<file path="src/rtl/operand_stage_pkg.sv">
// Shared CPU definitions for the operand stage: datapath widths, register
// index width, the decoded-control bundle layout and the x0 index.
package operand_stage_pkg;

  localparam int XLEN = 32;
  localparam int NREG = 16;
  localparam int RW   = 4;

  // x0 reads as zero, is never written and never causes a hazard.
  localparam logic [RW-1:0] X0_IDX = '0;

  typedef enum logic [3:0] {
    ALU_ADD  = 4'd0,
    ALU_SUB  = 4'd1,
    ALU_AND  = 4'd2,
    ALU_OR   = 4'd3,
    ALU_XOR  = 4'd4,
    ALU_SLL  = 4'd5,
    ALU_SRL  = 4'd6,
    ALU_SRA  = 4'd7,
    ALU_SLT  = 4'd8,
    ALU_SLTU = 4'd9
  } alu_op_e;

  // Decoded-control bundle. This stage never looks inside it; the layout
  // lives here so decode and execute agree on it.
  typedef struct packed {
    alu_op_e    alu_op;
    logic [2:0] fu_sel;
    logic       use_imm;
    logic       mem_read;
    logic       mem_write;
    logic       branch;
    logic       jump;
    logic       csr;
    logic [2:0] rsvd;
  } ctrl_t;

  localparam int CTRL_W = $bits(ctrl_t);

  // One-hot of a register index, gated by en. Bit 0 is always left clear so
  // x0 can never enter the scoreboard or the busy mask.
  function automatic logic [NREG-1:0] idx_onehot(input logic [RW-1:0] idx,
                                                 input logic          en);
    logic [NREG-1:0] m;
    m = '0;
    if (en && (idx != X0_IDX)) m[idx] = 1'b1;
    return m;
  endfunction

endpackage

</file>
<file path="src/rtl/operand_stage_hazard_scoreboard.sv">
// Per-register scoreboard of in-flight destinations plus the RAW/WAW hazard
// compare for the instruction offered by decode.
module hazard_scoreboard
  import operand_stage_pkg::*;
(
  input  logic            clk,
  input  logic            rst_n,
  input  logic            set_en_i,
  input  logic [RW-1:0]   set_idx_i,
  input  logic            clr_en_i,
  input  logic [RW-1:0]   clr_idx_i,
  input  logic            held_en_i,
  input  logic [RW-1:0]   held_idx_i,
  input  logic [RW-1:0]   rs1_i,
  input  logic [RW-1:0]   rs2_i,
  input  logic [RW-1:0]   rd_i,
  input  logic            uses_rs1_i,
  input  logic            uses_rs2_i,
  input  logic            writes_rd_i,
  output logic            hazard_o,
  output logic [NREG-1:0] pending_o
);

  logic [NREG-1:0] pending_q, pending_d;
  logic [NREG-1:0] set_mask, clr_mask, held_mask, busy;

  assign set_mask  = idx_onehot(set_idx_i, set_en_i);
  assign clr_mask  = idx_onehot(clr_idx_i, clr_en_i);
  assign held_mask = idx_onehot(held_idx_i, held_en_i);

  // Next scoreboard: clear on writeback, then set on transfer so a set wins
  // over a clear of the same index in the same cycle.
  always_comb begin
    pending_d = (pending_q & ~clr_mask) | set_mask;
  end

  // Scoreboard register.
  always_ff @(posedge clk) begin
    if (!rst_n) pending_q <= '0;
    else        pending_q <= pending_d;
  end

  // A returning writeback frees its register this cycle (the operand mux
  // forwards it); the instruction sitting in the output register is busy
  // even before execute takes it.
  always_comb begin
    busy     = (pending_q & ~clr_mask) | held_mask;
    hazard_o = (uses_rs1_i  && busy[rs1_i]) ||
               (uses_rs2_i  && busy[rs2_i]) ||
               (writes_rd_i && busy[rd_i]);
  end

  assign pending_o = pending_q;

endmodule

</file>
<file path="src/rtl/operand_stage.sv">
// Operand-fetch / issue stage: reads the register file, forwards the
// same-cycle writeback, stalls on scoreboard hazards and holds one
// instruction toward execute.
//
// Handshake: a transfer happens on a rising clk edge where valid && ready
// are both high; the offering side keeps its payload stable while valid is
// high and ready is low, and ready may depend combinationally on valid.
module operand_stage
  import operand_stage_pkg::*;
(
  input  logic              clk,
  input  logic              rst_n,
  input  logic              flush,
  input  logic              in_valid,
  output logic              in_ready,
  input  logic [RW-1:0]     in_rs1,
  input  logic [RW-1:0]     in_rs2,
  input  logic [RW-1:0]     in_rd,
  input  logic              in_uses_rs1,
  input  logic              in_uses_rs2,
  input  logic              in_writes_rd,
  input  logic [XLEN-1:0]   in_imm,
  input  logic [CTRL_W-1:0] in_ctrl,
  output logic [RW-1:0]     rf_rs1,
  output logic [RW-1:0]     rf_rs2,
  input  logic [XLEN-1:0]   rf_rs1_val,
  input  logic [XLEN-1:0]   rf_rs2_val,
  input  logic              wb_valid,
  input  logic [RW-1:0]     wb_rd,
  input  logic [XLEN-1:0]   wb_result,
  output logic              out_valid,
  input  logic              out_ready,
  output logic [XLEN-1:0]   out_rs1_val,
  output logic [XLEN-1:0]   out_rs2_val,
  output logic [XLEN-1:0]   out_imm,
  output logic [RW-1:0]     out_rd,
  output logic              out_writes_rd,
  output logic [CTRL_W-1:0] out_ctrl,
  output logic [NREG-1:0]   dbg_pending_o
);

  logic              out_valid_q, out_valid_d;
  logic [XLEN-1:0]   out_rs1_val_q, out_rs1_val_d;
  logic [XLEN-1:0]   out_rs2_val_q, out_rs2_val_d;
  logic [XLEN-1:0]   out_imm_q, out_imm_d;
  logic [RW-1:0]     out_rd_q, out_rd_d;
  logic              out_writes_rd_q, out_writes_rd_d;
  logic [CTRL_W-1:0] out_ctrl_q, out_ctrl_d;

  logic              hazard, accept, sb_set, sb_held;
  logic [XLEN-1:0]   rs1_sel, rs2_sel;

  // x0 reads zero; otherwise the writeback bypasses the register file's
  // one-cycle write latency.
  function automatic logic [XLEN-1:0] sel_operand(input logic [RW-1:0]   idx,
                                                  input logic [XLEN-1:0] rf_val,
                                                  input logic            wb_en,
                                                  input logic [RW-1:0]   wb_idx,
                                                  input logic [XLEN-1:0] wb_val);
    if (idx == X0_IDX)                  return '0;
    else if (wb_en && (wb_idx == idx))  return wb_val;
    else                                return rf_val;
  endfunction

  assign rf_rs1   = in_rs1;
  assign rf_rs2   = in_rs2;
  assign rs1_sel  = sel_operand(in_rs1, rf_rs1_val, wb_valid, wb_rd, wb_result);
  assign rs2_sel  = sel_operand(in_rs2, rf_rs2_val, wb_valid, wb_rd, wb_result);

  assign in_ready = rst_n && !flush && !hazard && (!out_valid_q || out_ready);
  assign accept   = in_valid && in_ready;

  // Execute took a register writer: it is now in flight. This holds even in
  // a flush cycle, because the transfer already happened.
  assign sb_set   = out_valid_q && out_ready && out_writes_rd_q && (out_rd_q != X0_IDX);
  assign sb_held  = out_valid_q && out_writes_rd_q;

  hazard_scoreboard u_scoreboard (
    .clk         (clk),
    .rst_n       (rst_n),
    .set_en_i    (sb_set),
    .set_idx_i   (out_rd_q),
    .clr_en_i    (wb_valid),
    .clr_idx_i   (wb_rd),
    .held_en_i   (sb_held),
    .held_idx_i  (out_rd_q),
    .rs1_i       (in_rs1),
    .rs2_i       (in_rs2),
    .rd_i        (in_rd),
    .uses_rs1_i  (in_uses_rs1),
    .uses_rs2_i  (in_uses_rs2),
    .writes_rd_i (in_writes_rd),
    .hazard_o    (hazard),
    .pending_o   (dbg_pending_o)
  );

  // Output register next state: payload loads only on accept; valid drops
  // when execute takes the instruction or a flush kills it.
  always_comb begin
    out_valid_d     = out_valid_q;
    out_rs1_val_d   = out_rs1_val_q;
    out_rs2_val_d   = out_rs2_val_q;
    out_imm_d       = out_imm_q;
    out_rd_d        = out_rd_q;
    out_writes_rd_d = out_writes_rd_q;
    out_ctrl_d      = out_ctrl_q;
    if (accept) begin
      out_valid_d     = 1'b1;
      out_rs1_val_d   = rs1_sel;
      out_rs2_val_d   = rs2_sel;
      out_imm_d       = in_imm;
      out_rd_d        = in_rd;
      out_writes_rd_d = in_writes_rd;
      out_ctrl_d      = in_ctrl;
    end else if (out_ready || flush) begin
      out_valid_d     = 1'b0;
    end
  end

  // Output pipeline register toward execute.
  always_ff @(posedge clk) begin
    if (!rst_n) begin
      out_valid_q     <= 1'b0;
      out_rs1_val_q   <= '0;
      out_rs2_val_q   <= '0;
      out_imm_q       <= '0;
      out_rd_q        <= '0;
      out_writes_rd_q <= 1'b0;
      out_ctrl_q      <= '0;
    end else begin
      out_valid_q     <= out_valid_d;
      out_rs1_val_q   <= out_rs1_val_d;
      out_rs2_val_q   <= out_rs2_val_d;
      out_imm_q       <= out_imm_d;
      out_rd_q        <= out_rd_d;
      out_writes_rd_q <= out_writes_rd_d;
      out_ctrl_q      <= out_ctrl_d;
    end
  end

  assign out_valid     = out_valid_q;
  assign out_rs1_val   = out_rs1_val_q;
  assign out_rs2_val   = out_rs2_val_q;
  assign out_imm       = out_imm_q;
  assign out_rd        = out_rd_q;
  assign out_writes_rd = out_writes_rd_q;
  assign out_ctrl      = out_ctrl_q;

endmodule

</file>
<file path="config.mk">
export PLATFORM = sky130hd
export DESIGN_NAME = operand_stage
export DESIGN_NICKNAME = d
export VERILOG_FILES = /design/src/rtl/operand_stage_pkg.sv /design/src/rtl/operand_stage_hazard_scoreboard.sv /design/src/rtl/operand_stage.sv
export SDC_FILE = /design/constraint.sdc
export NUM_CORES = 1
export LEC_CHECK = 0
export CORE_MARGIN = 3
export CORE_UTILIZATION = 46
export CTS_CLUSTER_DIAMETER = 30
export CTS_CLUSTER_SIZE = 10
export DETAILED_ROUTE_END_ITERATION = 6
export PLACE_DENSITY = 0.87
export SYNTH_ARGS = -nofsm -noshare
export SYNTH_HDL_FRONTEND = slang
export SYNTH_SLANG_ARGS = --single-unit
</file>
<file path="constraint.sdc">
create_clock -name clk -period 6.1 [get_ports clk]
set_clock_uncertainty 0.2 [all_clocks]
set_input_delay 0.61 -clock clk [delete_from_list [all_inputs] [get_ports clk]]
set_output_delay 0.61 -clock clk [all_outputs]
set_load 0.02 [all_outputs]
</file>
==> flow_metrics.env <==
export IMPL_clkPwrFrac_pct=41.8
export IMPL_ys_ff_latch=134
export IMPL_post_synth_top_count_cell="nand2_1"
export IMPL_grt_max_degree=98
export IMPL_fin_setup_tns_ns=0
export IMPL_path_common_cell="clkdlybuf4s50_1"
export IMPL_p_leak_nw=4.81
export IMPL_dieArea_um2=16500
export IMPL_port_buffer_count=311
export IMPL_synth_cell_types=51
export IMPL_detail_route_vias_per_cell=5.34
export IMPL_startpoint="wb_rd[2]"
export IMPL_synthToLayoutAreaGrowth_pct=54.0
export IMPL_sw_frac_of_total_pct=26.9
export IMPL_peakVddDrop_v=0.000226
export IMPL_ys_seq_area_share_pct=38.9
export IMPL_status="completed"
export IMPL_finalWirelength_um=24400
export IMPL_row_count=44
export IMPL_final_area_um2=10600
export IMPL_maxCapViolations=0
export IMPL_grt_use_total_pct=29.1
export IMPL_cp_end_kind="output pin"
export IMPL_postCtsSetupRepairBufs=0
export IMPL_synth_flop_cell="dfxtp_1"
export IMPL_placedInstanceArea_um2=10100
export IMPL_routed_wire_length_per_instance_um=19.2
export IMPL_yosys_area_top_type="dfxtp_1"
export IMPL_cts_root_buffer="clkbuf_16"
export IMPL_critPathMaxStageDelay_ns=0.61
export IMPL_r2r_slack_ns=2.20
export IMPL_fillCellCount=1132
export IMPL_finalPower_mw=2.29
export IMPL_chipWidth_um=128
export IMPL_synth_common_cells="nand2_1 (208), dfxtp_1 (134), mux2i_1 (117), mux2_2 (64), inv_1 (56)"
export IMPL_grt_pass1_vias=6752
export IMPL_yosysTopAreaCellShare_pct=38.9
export IMPL_fin_crit_ns=4.63
export IMPL_preCtsSetupSlack_ns=1.49
export IMPL_start_util_pct=47.3
export IMPL_final_setup_worst_slack_ns=1.47
export IMPL_relSlewSlack_pct=32.2
export IMPL_syn_area_um2=6900
export IMPL_reg2reg_from="out_rd[2]$_SDFFE_PN0P_"
export IMPL_rsz0062_at_grt="no"
export IMPL_powerDensity_nw_per_um2=216
export IMPL_antenna_found_initial=0
export IMPL_async_flop_share_pct=0
export IMPL_arrival_ns=3.82
export IMPL_crit_chain="clkdlybuf4s50_1 -> nand3b_1 -> o21ai_1 -> nand2_1 -> mux4_2 -> o311ai_0 -> or3_1 -> and3_1 -> clkdlybuf4s50_1"
export IMPL_clk_pin_slew_ns=0.06
export IMPL_slew_viol_final=0
export IMPL_reg2regPathDepth=9
export IMPL_path_class="in -> out"
export IMPL_worst_path_max_delay_cell="clkdlybuf4s50_1"
export IMPL_n_antenna_cell=0
export IMPL_first_iter_violations=343
export IMPL_gp_congestion=0.871
export IMPL_post_route_drc_count=0
export IMPL_p_sw_uw=617
export IMPL_crit_required_ns=5.29
export IMPL_drtPass1Iterations=5
export IMPL_num_nets_final=1238
export IMPL_hold_viol=0
export IMPL_synth_edf_count=0
export IMPL_ioPinCount=312
export IMPL_synth_fp_nets=956
export IMPL_p_int_mw=1.67
export IMPL_cts_tree="yes"
export IMPL_final_layout_size_suffix_gt1_share_pct=10.5
export IMPL_cts_buffers=17
export IMPL_htreeDepth=4
export IMPL_cts_sinks=134
export IMPL_min_path_type="reg -> reg"
export IMPL_postSynthAreaPerCell_um2=8.77
export IMPL_synth_area_top_cells="dfxtp_1 (39%), mux2i_1 (17%), nand2_1 (11%)"
export IMPL_share_comb_of_total_power_pct=17.7
export IMPL_cp_max_fo=6
export IMPL_synthCells=787
export IMPL_setup_viol=0
export IMPL_sequentialPowerShare_pct=40.5
export IMPL_cts_hold_buf=0
export IMPL_core_um2=14600
export IMPL_fmax_mhz=216
export IMPL_reg2reg_to="out_rs2_val[8]$_SDFFE_PN0P_"
export IMPL_grt_pass1_wl_um=37100
export IMPL_critPathLaunchType="input port"
export IMPL_cts_path_max_buffers=2
export IMPL_crit_end="in_ready"
export IMPL_num_vias=6759
export IMPL_die_h_um=128
export IMPL_period_share_pct=75.9
export IMPL_fin_util_pct=72.8
export IMPL_tightest_slew_ns=1.01
export IMPL_hpwl_um=18000
export IMPL_gr_total_overflow=0
export IMPL_ys_warn_count=0
export IMPL_ant_nets=0
export IMPL_clk_insertion_delay_late_ns=0.42
export IMPL_ctsResizeCount=0
==> worst min path at each step <==
stage	start	slack, ns	depth (start not counted)	to
CTS	out_rs2_val[25]$_SDFFE_PN0P_	0.26	2	out_rs2_val[25]$_SDFFE_PN0P_
detailed placement	out_rs2_val[25]$_SDFFE_PN0P_	0.25	2	out_rs2_val[25]$_SDFFE_PN0P_
global placement	out_ctrl[0]$_SDFFE_PN0P_	0.24	2	out_ctrl[0]$_SDFFE_PN0P_
global route	out_rs1_val[28]$_SDFFE_PN0P_	0.28	2	out_rs1_val[28]$_SDFFE_PN0P_
finish	out_rs2_val[25]$_SDFFE_PN0P_	0.26	2	out_rs2_val[25]$_SDFFE_PN0P_
floorplan	out_ctrl[0]$_SDFFE_PN0P_	0.34	2	out_ctrl[0]$_SDFFE_PN0P_
==> cells in the final DEF, fill, tap and decap left out, types with 9 or more instances in the layout <==
| cell type | n |
|---|---|
| a21boi_0 | 12 |
| clkbuf_16 | 17 |
| clkdlybuf4s50_1 | 310 |
| dfxtp_1 | 134 |
| inv_1 | 56 |
| mux2_2 | 64 |
| mux2i_1 | 117 |
| nand2_1 | 208 |
| nand2b_1 | 9 |
| nand3_1 | 12 |
| nor2_1 | 14 |
| nor2b_1 | 9 |
| o21ai_0 | 10 |
| o21ai_1 | 9 |
==> sequential cells by signal, summed over array words and instances (netlist names) <==
| signal | count |
|---|---|
| out_writes_rd | 1 |
| out_imm | 32 |
| out_ctrl | 16 |
| out_valid | 1 |
| out_rd | 4 |
| out_rs1_val | 32 |
| u_scoreboard.pending_o | 16 |
| out_rs2_val | 32 |
==> kinds of logic (layout without fill, tap and decap cells) <==
family	count (synthesis)	count (layout)	share of synthesized area [%]
AND/OR/NAND/NOR	285	285	17.9
multiplexers	185	185	28.7
flip-flops	134	134	38.9
buffers and inverters	112	407	7.05
AO/OA/AOI/OAI	63	63	6.42
XOR/XNOR	8	8	1.02
==> worst max-delay path, delay by kind of cell <==
family                 cells  cell delay (ns)
buffers and inverters      2             1.13
muxes                      1             0.53
and+or+nand+nor            4             0.84
AOI/OAI and AO/OA          2             0.69
==> per-layer routing <==
layer,up-vias,share of wire [%],track usage (%)
li1,3197,-,-
met1,3246,41,35.1
met2,274,49,49.4
met3,42,7.9,8.76
met4,0,2.2,10.0
met5,-,0,0
==> final cells by class <==
class                   count  area [µm²]  share of cell area (%)
clock buffers              19         453                    4.26
clock inverters            13        96.3                   0.907
inverters                  56         210                    1.98
multi-input cells         541        3770                    35.5
flip-flops and latches    134        2680                    25.3
well taps                 184         230                    2.17
repair buffers            319        3180                    30.0
==> stage by stage <==
stage | std cells | hold WS, ns
after floorplan | 787 | 0.336
after global placement | 1234 | 0.243
after detailed placement | 1234 | 0.251
after CTS | 1266 | 0.259
after global routing | 1266 | 0.277
final | 1266 | 0.256
==> power groups by stage <==
stage          registers (mW)  logic, mW  clock network, mW
2_1_floorplan           0.976      0.152                  0
3_3_place_gp            0.944      0.402                  0
3_5_place_dp            0.944      0.404                  0
4_1_cts                 0.926      0.407              0.971
5_1_grt                 0.929      0.434               1.00
6_report                0.926      0.406              0.957
No activity file was read; power rests on OpenSTA's default activity.
